`src/rtl/router_pkt_tx.sv`:
```
// Host-side packet source for the three-port router: buffers a whole payload,
// then emits header, payload and XOR parity under router busy throttling.
module router_pkt_tx #(
   parameter int NUM_PORTS = 3,
   parameter int MAX_LEN   = 63
) (
   input  logic       clock,
   input  logic       resetn,
   input  logic       start,
   input  logic [1:0] dest_addr,
   input  logic [5:0] pay_len,
   input  logic [7:0] tx_data,
   input  logic       tx_valid,
   output logic       tx_ready,
   input  logic       busy,
   output logic       pkt_valid,
   output logic [7:0] data_out,
   output logic       tx_active,
   output logic       done,
   output logic       cmd_err
);

   typedef enum logic [2:0] {IDLE, LOAD, HEADER, PAYLOAD, PARITY, DONE} state_t;

   typedef struct packed {
      logic       tx_ready;
      logic       pkt_valid;
      logic [7:0] data_out;
      logic       tx_active;
      logic       done;
      logic       cmd_err;
   } out_t;

   state_t     state, state_nxt;
   logic [5:0] cnt, cnt_nxt;
   logic [5:0] len, len_nxt;
   logic [1:0] addr, addr_nxt;
   logic [7:0] par, par_nxt;
   logic       wr_en;
   out_t       out_q, out_nxt;

   logic [7:0] mem [MAX_LEN];

   wire cmd_ok = (dest_addr != 2'd3) && (int'(dest_addr) < NUM_PORTS) && (pay_len != 6'd0);

   always_comb begin
      state_nxt = state;
      cnt_nxt   = cnt;
      len_nxt   = len;
      addr_nxt  = addr;
      par_nxt   = par;
      wr_en     = 1'b0;
      out_nxt   = '0;
      case (state)
         IDLE: if (start) begin
            if (cmd_ok) begin
               len_nxt   = pay_len;
               addr_nxt  = dest_addr;
               cnt_nxt   = 6'd0;
               par_nxt   = {pay_len, dest_addr};
               state_nxt = LOAD;
            end else begin
               out_nxt.cmd_err = 1'b1;
            end
         end
         LOAD: if (tx_valid) begin
            wr_en   = 1'b1;
            par_nxt = par ^ tx_data;
            if (cnt == len - 6'd1) begin
               cnt_nxt   = 6'd0;
               state_nxt = HEADER;
            end else begin
               cnt_nxt = cnt + 6'd1;
            end
         end
         HEADER: if (!busy) state_nxt = PAYLOAD;
         PAYLOAD: if (!busy) begin
            if (cnt == len - 6'd1) begin
               cnt_nxt   = 6'd0;
               state_nxt = PARITY;
            end else begin
               cnt_nxt = cnt + 6'd1;
            end
         end
         PARITY: if (!busy) state_nxt = DONE;
         DONE: state_nxt = IDLE;
         default: state_nxt = IDLE;
      endcase

      // Outputs are decoded from the next state so every port comes straight off a flop.
      out_nxt.tx_ready  = (state_nxt == LOAD);
      out_nxt.pkt_valid = (state_nxt == HEADER) || (state_nxt == PAYLOAD);
      out_nxt.tx_active = (state_nxt != IDLE);
      out_nxt.done      = (state_nxt == DONE);
      case (state_nxt)
         HEADER:  out_nxt.data_out = {len_nxt, addr_nxt};
         PAYLOAD: out_nxt.data_out = mem[cnt_nxt];
         PARITY:  out_nxt.data_out = par_nxt;
         default: out_nxt.data_out = 8'd0;
      endcase
   end

   always_ff @(posedge clock) begin
      if (!resetn) begin
         state <= IDLE;
         cnt   <= 6'd0;
         len   <= 6'd0;
         addr  <= 2'd0;
         par   <= 8'd0;
         out_q <= '0;
      end else begin
         state <= state_nxt;
         cnt   <= cnt_nxt;
         len   <= len_nxt;
         addr  <= addr_nxt;
         par   <= par_nxt;
         out_q <= out_nxt;
      end
   end

   // Buffer contents are don't-care after reset, so no reset term here.
   always_ff @(posedge clock) begin
      if (wr_en) mem[cnt] <= tx_data;
   end

   assign tx_ready  = out_q.tx_ready;
   assign pkt_valid = out_q.pkt_valid;
   assign data_out  = out_q.data_out;
   assign tx_active = out_q.tx_active;
   assign done      = out_q.done;
   assign cmd_err   = out_q.cmd_err;

endmodule

```
`config.mk`:
```
export PLATFORM = sky130hd
export DESIGN_NAME = router_pkt_tx
export DESIGN_NICKNAME = d
export VERILOG_FILES = /design/src/rtl/router_pkt_tx.sv
export SDC_FILE = /design/constraint.sdc
export NUM_CORES = 1
export LEC_CHECK = 0
export CELL_PAD_IN_SITES_DETAIL_PLACEMENT = 1
export CELL_PAD_IN_SITES_GLOBAL_PLACEMENT = 1
export CORE_UTILIZATION = 35
export CTS_CLUSTER_DIAMETER = 60
export DETAILED_ROUTE_END_ITERATION = 16
export GPL_TIMING_DRIVEN = 0
export PLACE_DENSITY_LB_ADDON = 0.1
export SYNTH_ARGS = -nofsm -noshare
export SYNTH_HDL_FRONTEND = slang
export SYNTH_SLANG_ARGS = --single-unit
```
`constraint.sdc`:
```
create_clock -name clock -period 9.2 [get_ports clock]
set_input_delay 2.3 -clock clock [delete_from_list [all_inputs] [get_ports clock]]
set_output_delay 2.3 -clock clock [all_outputs]
set_load 0.03 [all_outputs]
```
==> results of run 1 <==
-- flip-flops by register name, indices dropped and copies added (netlist names) --
name,flops
addr,2
cmd_err,1
cnt,6
data_out,8
done,1
len,6
mem,504
par,8
pkt_valid,1
state,3
tx_active,1
tx_ready,1
-- cell usage after synthesis, drive strengths merged, types with 34 or more instances --
cell type	n
edfxtp	504
a221oi	51
nor2	122
clkbuf	35
buf	91
a211oi	44
and3	37
a31oi	34
a21oi	95
a311oi	38
dfxtp	38
nand2	361
nand3	110
-- logic make-up after synthesis --
logic type | count (synthesis) | share of synthesized area (%)
adders and majority gates | 2 | 0.111
and+or+nand+nor | 708 | 13.8
buffers and inverters | 137 | 2.98
muxes | 16 | 0.719
xor gates and xnor gates | 7 | 0.273
AOI/OAI and AO/OA | 354 | 11.3
DFF | 542 | 70.8
-- path summary, 6_finish.rpt --
check,end,slack (ns),cells after the start
worst min register to register,addr[1],0.51,2
worst max register to register,data_out[3],3.56,13
worst min-delay path,addr[1],0.51,2
worst max-delay path,data_out[7],2.10,13
-- power by group through the flow --
stage | clock, mW | sequential (mW) | combinational (mW)
after floorplan | 0 | 2.76 | 0.187
after global placement | 0 | 2.77 | 0.375
after detailed placement | 0 | 2.76 | 0.384
after CTS | 2.43 | 2.71 | 0.386
after global routing | 2.51 | 2.71 | 0.409
final | 2.40 | 2.71 | 0.388
-- layout make-up --
cell class                      instances  area share, %
Tap cell                              846           4.09
Multi-Input combinational cell       1087           22.8
Inverter                               11          0.160
Buffer                                126           2.43
Timing Repair Buffer                   43           1.63
Clock inverter                         25          0.919
Clock buffer                           84           6.59
Sequential cell                       542           61.4
-- stage by stage --
step / util (%) / cell area (µm²) / hold slack, ns / setup WS, ns
finish: 40.9 / 25900 / 0.506 / 2.10
global route: 40.9 / 25900 / 0.558 / 1.96
CTS: 40.9 / 25900 / 0.502 / 2.20
detailed placement: 37.8 / 23900 / 0.486 / 1.52
global placement: 37.7 / 23800 / 0.474 / 1.52
floorplan: - / 22400 / 0.460 / 4.44
-- routing by layer --
metal,vias to the layer above,wire [µm]
li1,6913,-
met1,8412,37800
met2,650,40300
met3,153,5900
met4,2,3080
met5,-,13
-- critical path, cell delays in order --
cell and delay (ns):
clkdlybuf4s50_1 0.47, nor4_1 0.44, a22oi_1 0.23, a21oi_1 0.44
and2_1 0.29, or2_1 0.13, buf_4 0.20, buf_2 0.43
clkbuf_1 0.77, a311oi_1 0.27, nor4_1 1.18, a221oi_1 0.14
a41o_1 0.30
==> impl_metrics.tcl, run 1 <==
set metrics [dict create \
    outcome "complete, but fails checks" \
    violations "max-capacitance violations" \
    ff_latch_area_um2 15900 \
    maximum_number_of_pins_on_one_net_before_global_route_repair 66 \
    finalWirelength_mm 87.1 \
    timing.slew.headroom_pct 0.644 \
    synth.net_count 1789 \
    placementRows 92 \
    detailroute.via_count 16100 \
    fmax_ghz 0.141 \
    remaining_drc_errors 0 \
    max-clock-path-buffers 3 \
    setup_viol 0 \
    synth_seq_area_share_pct 70.8 \
    first_global_vias 16000 \
    synth.ff_latch_count 542 \
    final_min_period_over_clock_period_pct 77.2 \
    post_cts_resize_count 0 \
    busiest_layer "met2" \
    first_pass_grt_wire_length_mm 121 \
    rsz_0062_raised_after_global_routing "no" \
    setup_tns_ns 0 \
    worstPathRequired_ns 9.71 \
    clk_pin_slew_ns 0.06 \
    total_area_of_multi_input_combinational_cells_um2 5890 \
    io_pins 34 \
    grt_remaining_overflow 0 \
    arrival_ns 7.61 \
    worst_r2r_startpoint "len[0]" \
    core-area_um2 63200 \
    switching_share_pct 23.7 \
    globalplace.congestion 0.934 \
    total_leakage_power_nw 8.56 \
    min_path_type "flip-flop to flip-flop" \
    origin_of_the_worst_setup_path "pay_len[0]" \
    tritoncts_num_sinks 542 \
    clockRootBuffer "clkbuf_16" \
    tritoncts_clock_tree "yes" \
    number_of_synthesized_flops_with_an_enable_pin 504 \
    post_cts.repair.setup_buffers 0 \
    layout-drive-gt1-share_pct 10.3 \
    synthDominantAreaCellType "edfxtp_1" \
    filler_cell_count 6577 \
    track_usage_pct 26.9 \
    ys_dominant_reg_cell "edfxtp_1" \
    floorplan.initialDensity_pct 35.5 \
    path_class "primary input to flip-flop" \
    dieWidth_um 255 \
    vias_per_cell 5.84 \
    power_switching_mw 1.30 \
    synth_area_leaders "edfxtp_1, nand2_1, dfxtp_1, nand3_1, a21oi_1" \
    final_period_minus_worst_setup_slack_ns 7.10 \
    instances_no_fill 2764 \
    postCtsHoldBufs 0 \
    post-dp-hpwl_mm 60.0 \
    async_reset_ff_share_pct 0 \
    die_height_um 255 \
    grt.met2_usage_pct 42.9 \
    sequential_group_share_of_total_power_pct 49.2 \
    worst_setup_path_start_kind "primary input" \
    synth_warnings 0 \
    min-delay-start "addr[1]" \
    synth.distinct_cells 71 \
    synth.top_cell.area_share_pct 67.4 \
    drt.antenna.violating_nets 0 \
    area_of_the_mapped_netlist_um2 22400 \
    use_met3_pct 4.38 \
    antennaDiodeCount 0 \
    placement.io_buffers 33 \
    nets 1894 \
    critPathCaptureType "flip-flop" \
    drtIter0Drc 1762 \
    layout_skew_ns 0.0126 \
    wl_per_cell_um 31.5 \
    detail_route.first_pass.iterations 5 \
    clock_insertion_delay_worst_skew_ns 0.63 \
    placed_cells_incl_taps 2652 \
    global_route.usage.met1_pct 37.0 \
    avgSynthCellArea_um2 12.7 \
    h-tree-depth 2 \
    total_power_mw 5.50 \
    pwr-share-clk_pct 43.7 \
    worst-path-max-fanout 10 \
    vdd_drop_max_v 0.000164 \
    worst-slew-pin-transition_ns 1.48 \
    power_frac_comb_pct 7.1 \
    finalHoldViolations 0 \
    die-area_um2 65200 \
    max_cap_violations 1 \
    internal_power_mw 4.20 \
    final-max-slew-violation-count 0 \
    most-common-layout-cells "edfxtp_1, nand2_1, nor2_1" \
    post_synth_inst_count 1766 \
    tritoncts.num_buffers 60 \
    mostFrequentLayoutCell "edfxtp_1" \
    antenna_found_initial 2 \
    power.density_nw_per_um2 213 \
    syn2layout_area_growth_pct 15.3 \
]
No activity file was read; power rests on OpenSTA's default activity.
==> run 2: changes to the inputs <==
==> constraint.sdc (replaced) <==
create_clock -name clock -period 6.38 [get_ports clock]
set_input_delay 1.595 -clock clock [delete_from_list [all_inputs] [get_ports clock]]
set_output_delay 1.595 -clock clock [all_outputs]
set_load 0.03 [all_outputs]
==> run 2 against run 1 <==
The run now ends clean. Sequential power up 44%. Worst hold slack about the same. Sequential share of layout area about the same. Combinational power up 44%. Power up 44%. Critical endpoint is now data_out[3]. Design area about the same. Register-to-register slack worse by 2.8 ns. Wire length about the same. Clock power up 44%. Largest power group unchanged. Critical path type unchanged. Flip-flop and latch count unchanged. Core utilization about the same.
==> impl_metrics.tcl, run 2 (synthesis gave the netlist of run 1 again) <==
set metrics [dict create \
    outcome "complete, no violations" \
    die-area_um2 65200 \
    worst-slew-pin-transition_ns 1.36 \
    min_path_type "flip-flop to flip-flop" \
    core-area_um2 63200 \
    maximum_number_of_pins_on_one_net_before_global_route_repair 66 \
    floorplan.initialDensity_pct 35.5 \
    critical_path.slowest_cell "a2111oi_1" \
    fmax_ghz 0.161 \
    syn2layout_area_growth_pct 15.3 \
    post_cts.repair.setup_buffers 0 \
    timing.critical_path.cells "clkdlybuf4s50_1 > and2_1 > nor3_1 > a21oi_1 > and2_1 > nor2_2 > buf_2 > buf_2 > nand3_1 > a2111oi_1 > a211oi_1 > a41o_1" \
    worst-r2r-setup-slack_ns 0.79 \
    track_usage_pct 26.9 \
    dp_worst_setup_slack_ns -0.594 \
    drtIter0Drc 1734 \
    min-delay-start "addr[1]" \
    clock_insertion_delay_worst_skew_ns 0.63 \
    global_route.usage.met1_pct 37.0 \
    largest_register_ff_count 504 \
    antenna_found_initial 2 \
    placement.io_buffers 33 \
    die_height_um 255 \
    postCtsHoldBufs 0 \
    regMostFlops "mem" \
    first_pass_grt_wire_length_mm 121 \
    worstReg2RegEnd "data_out[3]" \
    grt.met2_usage_pct 42.9 \
    holdPathStages 2 \
    sequential_group_share_of_total_power_pct 49.3 \
    finalWirelength_mm 87.0 \
    tritoncts.num_buffers 60 \
    io_pins 34 \
    nets 1894 \
    pwr-share-clk_pct 43.7 \
    first_global_vias 16000 \
    worst_slack_ns 0.151 \
    dieWidth_um 255 \
    rsz_0062_raised_after_global_routing "no" \
    post_cts_resize_count 0 \
    worst_setup_path_start_kind "primary input" \
    hold_ws_ns 0.506 \
    arrival_ns 6.74 \
    globalplace.congestion 0.934 \
    instances_no_fill 2765 \
    worst_r2r_startpoint "len[0]" \
    tritoncts_clock_tree "yes" \
    worst-path-max-fanout 10 \
    vdd_drop_max_v 0.000237 \
    setup_viol 0 \
    max-clock-path-buffers 3 \
    cp_slowest_stage_delay_ns 1.09 \
    vias_per_cell 5.82 \
    timing.slew.headroom_pct 8.84 \
    detail_route.first_pass.iterations 6 \
    clk_pin_slew_ns 0.06 \
    h-tree-depth 2 \
    detailroute.via_count 16100 \
    worst-r2r-cell-count 13 \
    placed_cells_incl_taps 2652 \
    remaining_drc_errors 0 \
    layout_skew_ns 0.00988 \
    power_frac_comb_pct 7.1 \
    max_cap_violations 0 \
    layout-drive-gt1-share_pct 10.4 \
    total_leakage_power_nw 8.57 \
    power_switching_mw 1.88 \
    mostFrequentLayoutCell "edfxtp_1" \
    wl_per_cell_um 31.5 \
    drt.antenna.violating_nets 0 \
    finalHoldViolations 0 \
    final-max-slew-violation-count 0 \
    final_period_minus_worst_setup_slack_ns 6.23 \
    path_class "primary input to flip-flop" \
    busiest_layer "met2" \
    use_met3_pct 4.38 \
    most-common-layout-cells "edfxtp_1, nand2_1, nor2_1" \
    switching_share_pct 23.7 \
    total_power_mw 7.92 \
    placementRows 92 \
    hold-path-endpoint "addr[1]" \
    final_min_period_over_clock_period_pct 97.6 \
    power.density_nw_per_um2 306 \
    grt_remaining_overflow 0 \
    clockRootBuffer "clkbuf_16" \
    critPathCaptureType "flip-flop" \
    post-dp-hpwl_mm 60.0 \
    worstPathRequired_ns 6.89 \
    tritoncts_num_sinks 542 \
    internal_power_mw 6.05 \
]
[run 2: power groups by stage]
stage          Combinational (mW)  Clock [mW]  Sequential, mW
2_1_floorplan               0.270           0            3.98
3_3_place_gp                0.541           0            3.99
3_5_place_dp                0.554           0            3.98
4_1_cts                     0.556        3.51            3.90
5_1_grt                     0.590        3.62            3.90
6_report                    0.559        3.46            3.90
[run 2: final cells by class]
cell class	count	area [µm²]
clock buffers	84	1700
plain buffers	126	628
well taps	846	1060
fillers	6576	37300
diodes	1	2.50
repair buffers	43	423
flip-flops and latches	542	15900
multi-input cells	1087	5900
inverters	11	41.3
clock inverters	25	238
[run 2: through the flow]
| stage | area (µm²) | util [%] | TNS (ns) |
|---|---|---|---|
| 5_1_grt | 25900 | 41.0 | 0 |
| 6_report | 25900 | 41.0 | 0 |
| 3_5_place_dp | 23900 | 37.8 | -2.79 |
| 3_3_place_gp | 23800 | 37.7 | -3.15 |
| 2_1_floorplan | 22400 | - | 0 |
| 4_1_cts | 25900 | 40.9 | 0 |
[run 2: per-layer routing]
metal	vias up	part of all wire, %
met5	-	0.026
met4	4	3.4
met3	153	7.0
met2	610	47
met1	8420	43
li1	6913	-
[run 2: worst max-delay path by stage]
stage,cells past startpoint,from,to
after floorplan,12,pay_len[0],data_out[0]
after global placement,13,pay_len[0],data_out[3]
after detailed placement,12,busy,data_out[4]
after CTS,12,busy,data_out[4]
after global routing,13,pay_len[0],data_out[5]
final,12,busy,data_out[3]
[run 2: critical path: cells and delay by family]
kind                   cells  cell delay [ns]
AO/OA/AOI/OAI              4             1.96
AND/OR/NAND/NOR            5             1.68
buffers and inverters      3             1.46
==> run 3: changes to the inputs <==
--- a/config.mk
+++ b/config.mk
@@ -12,6 +12,7 @@
 export DETAILED_ROUTE_END_ITERATION = 16
 export GPL_TIMING_DRIVEN = 0
 export PLACE_DENSITY_LB_ADDON = 0.1
+export RECOVER_POWER = 25
 export SYNTH_ARGS = -nofsm -noshare
 export SYNTH_HDL_FRONTEND = slang
 export SYNTH_SLANG_ARGS = --single-unit
==> run 3 against run 2 <==
Combinational power shrank 0.7%. Worst hold slack is essentially flat. First-iteration DRC count shrank 1.8%. Critical endpoint is now data_out[5]. Die area unchanged. Largest power group unchanged. The run now ends with max-capacitance violations, max-slew violations left. Power hardly changed. Global-route usage unchanged.
==> impl_metrics.tcl, run 3 (synthesis gave the netlist of run 1 again) <==
set metrics [dict create \
    outcome "complete, but fails checks" \
    violations "max-capacitance violations, max-slew violations" \
    regMostFlops "mem" \
    timing.critical_path.max_delay_family "buffers and inverters" \
    maximum_number_of_pins_on_one_net_before_global_route_repair 66 \
    antenna_found_initial 2 \
    rsz_0062_raised_after_global_routing "no" \
    max-clock-path-buffers 3 \
    drtIter0Drc 1702 \
    first_pass_grt_wire_length_mm 121 \
    io_pins 34 \
    wl_per_cell_um 31.4 \
    final_period_minus_worst_setup_slack_ns 6.17 \
    most-common-layout-cells "edfxtp_1, nand2_1, nor2_1" \
    tritoncts.num_buffers 60 \
    clk_pin_slew_ns 0.06 \
    finalWirelength_mm 86.9 \
    clockRootBuffer "clkbuf_16" \
    tritoncts_clock_tree "yes" \
    ff_latch_area_um2 15900 \
    first_global_vias 16000 \
    total_area_of_multi_input_combinational_cells_um2 5900 \
    final_design_area_no_fill_um2 25800 \
    max_cap_violations 8 \
    detail_route.first_pass.iterations 5 \
    critPathBufInv 4 \
    worst-path-stages 13 \
    mostFrequentLayoutCell "edfxtp_1" \
    core-area_um2 63200 \
    worst-r2r-cell-count 13 \
    min_path_type "flip-flop to flip-flop" \
    layout-drive-gt1-share_pct 9.85 \
    tritoncts_num_sinks 542 \
    arrival_ns 6.67 \
    final-max-slew-violation-count 380 \
    worstPathRequired_ns 6.89 \
    placement.io_buffers 33 \
    timing.slew.headroom_pct -144 \
    total_leakage_power_nw 8.52 \
    floorplan.initialDensity_pct 35.5 \
    nets 1894 \
    dieWidth_um 255 \
    timing.critical_path.cells "clkdlybuf4s50_1 > nor4_1 > a22oi_1 > a21oi_1 > and2_1 > or2_1 > buf_4 > buf_2 > clkbuf_1 > a311oi_1 > nor4_1 > a221oi_1 > a41o_1" \
    drt.antenna.violating_nets 0 \
    worst_r2r_startpoint "len[0]" \
    die_height_um 255 \
    total_power_mw 7.93 \
    final_min_period_over_clock_period_pct 96.6 \
    filler_cell_count 6579 \
    dpl-instance-area_um2 23900 \
    placementRows 92 \
    clock_insertion_delay_worst_skew_ns 0.63 \
    critPathCaptureType "flip-flop" \
    post-dp-hpwl_mm 60.0 \
    origin_of_the_worst_setup_path "pay_len[0]" \
    syn2layout_area_growth_pct 15.1 \
    vias_per_cell 5.82 \
    path_class "primary input to flip-flop" \
    power.density_nw_per_um2 307 \
    track_usage_pct 26.9 \
    worst-r2r-setup-slack_ns 0.87 \
    grt_remaining_overflow 0 \
    vdd_drop_max_v 0.000237 \
    fmax_ghz 0.162 \
    finalHoldViolations 0 \
    post_cts.repair.setup_buffers 0 \
    setup_viol 0 \
    h-tree-depth 2 \
    globalplace.congestion 0.934 \
    largest_register_ff_count 504 \
    die-area_um2 65200 \
    remaining_drc_errors 0 \
    critPathMostFrequentCell "nor4_1" \
    detailroute.via_count 16100 \
    worstReg2RegEnd "data_out[4]" \
    worst_setup_path_start_kind "primary input" \
    worst-path-max-fanout 10 \
    endpoint "data_out[5]" \
    critical_path.slowest_cell "nor4_1" \
    cp_slowest_stage_delay_ns 1.02 \
    layout_skew_ns 0.0134 \
    worst-slew-pin-transition_ns 3.66 \
]
[run 3: cell types whose count changed in the layout (fill, tap and decap cells not counted), sizes merged]
cell and delta:
buf -10, clkbuf +10
[run 3: layout make-up]
type                       instances  share of cell area, %
antenna                            1                0.00968
buffer                           126                   2.43
clock buffer                      84                   6.59
clock inverter                    25                  0.920
inverter                          11                  0.160
multi-input combinational       1087                   22.8
sequential                       542                   61.5
tap                              846                   4.10
timing repair buffer              43                   1.44
[run 3: layer usage]
layer  share of wire, %  track usage, %  wire (µm)  up-vias
met5              0.026               0         23        -
met4                3.3            9.62       2880        4
met3                7.1            4.38       6170      147
met2                 46            42.9      40400      629
met1                 43            37.0      37500     8386
li1                   -               -          -     6929
[run 3: per-stage QoR]
| stage | cells | setup TNS [ns] | utilization [%] | hold slack (ns) | worst slack, ns |
|---|---|---|---|---|---|
| after floorplan | 1766 | 0 | - | 0.460 | 2.33 |
| after global placement | 2645 | -3.15 | 37.7 | 0.474 | -0.599 |
| after detailed placement | 2652 | -2.79 | 37.8 | 0.486 | -0.594 |
| after CTS | 2761 | 0 | 40.9 | 0.502 | 0.0867 |
| after global routing | 2764 | 0 | 40.9 | 0.558 | 0.0744 |
| final | 2765 | 0 | 40.9 | 0.506 | 0.214 |
[run 3: where the power goes]
part | leakage (nW) | internal, mW | total (mW) | switching (mW)
Sequential | 4.84 | 3.90 | 3.91 | 0.0104
Combinational | 2.73 | 0.141 | 0.555 | 0.415
Clock | 0.952 | 2.01 | 3.46 | 1.45
[run 3: tightest hold or removal path, stage by stage, from the launching register on]
cell and delay (ns):
dfxtp_1 0.31, mux2i_1 0.08, nor2_1 0.08
[run 3: worst min path at each step]
stage / start / cells past startpoint / end
CTS: addr[1] / 2 / addr[1]
detailed placement: addr[1] / 2 / addr[1]
global route: addr[0] / 2 / addr[0]
floorplan: addr[0] / 2 / addr[0]
finish: addr[1] / 2 / addr[1]
global placement: addr[1] / 2 / addr[1]
[run 3: repair_timing]
item / 4_1_cts / 5_1_grt
endpoints found under the setup margin: 0 / 2
hold buffers: 0 / 0
gates resized for setup: 0 / 2
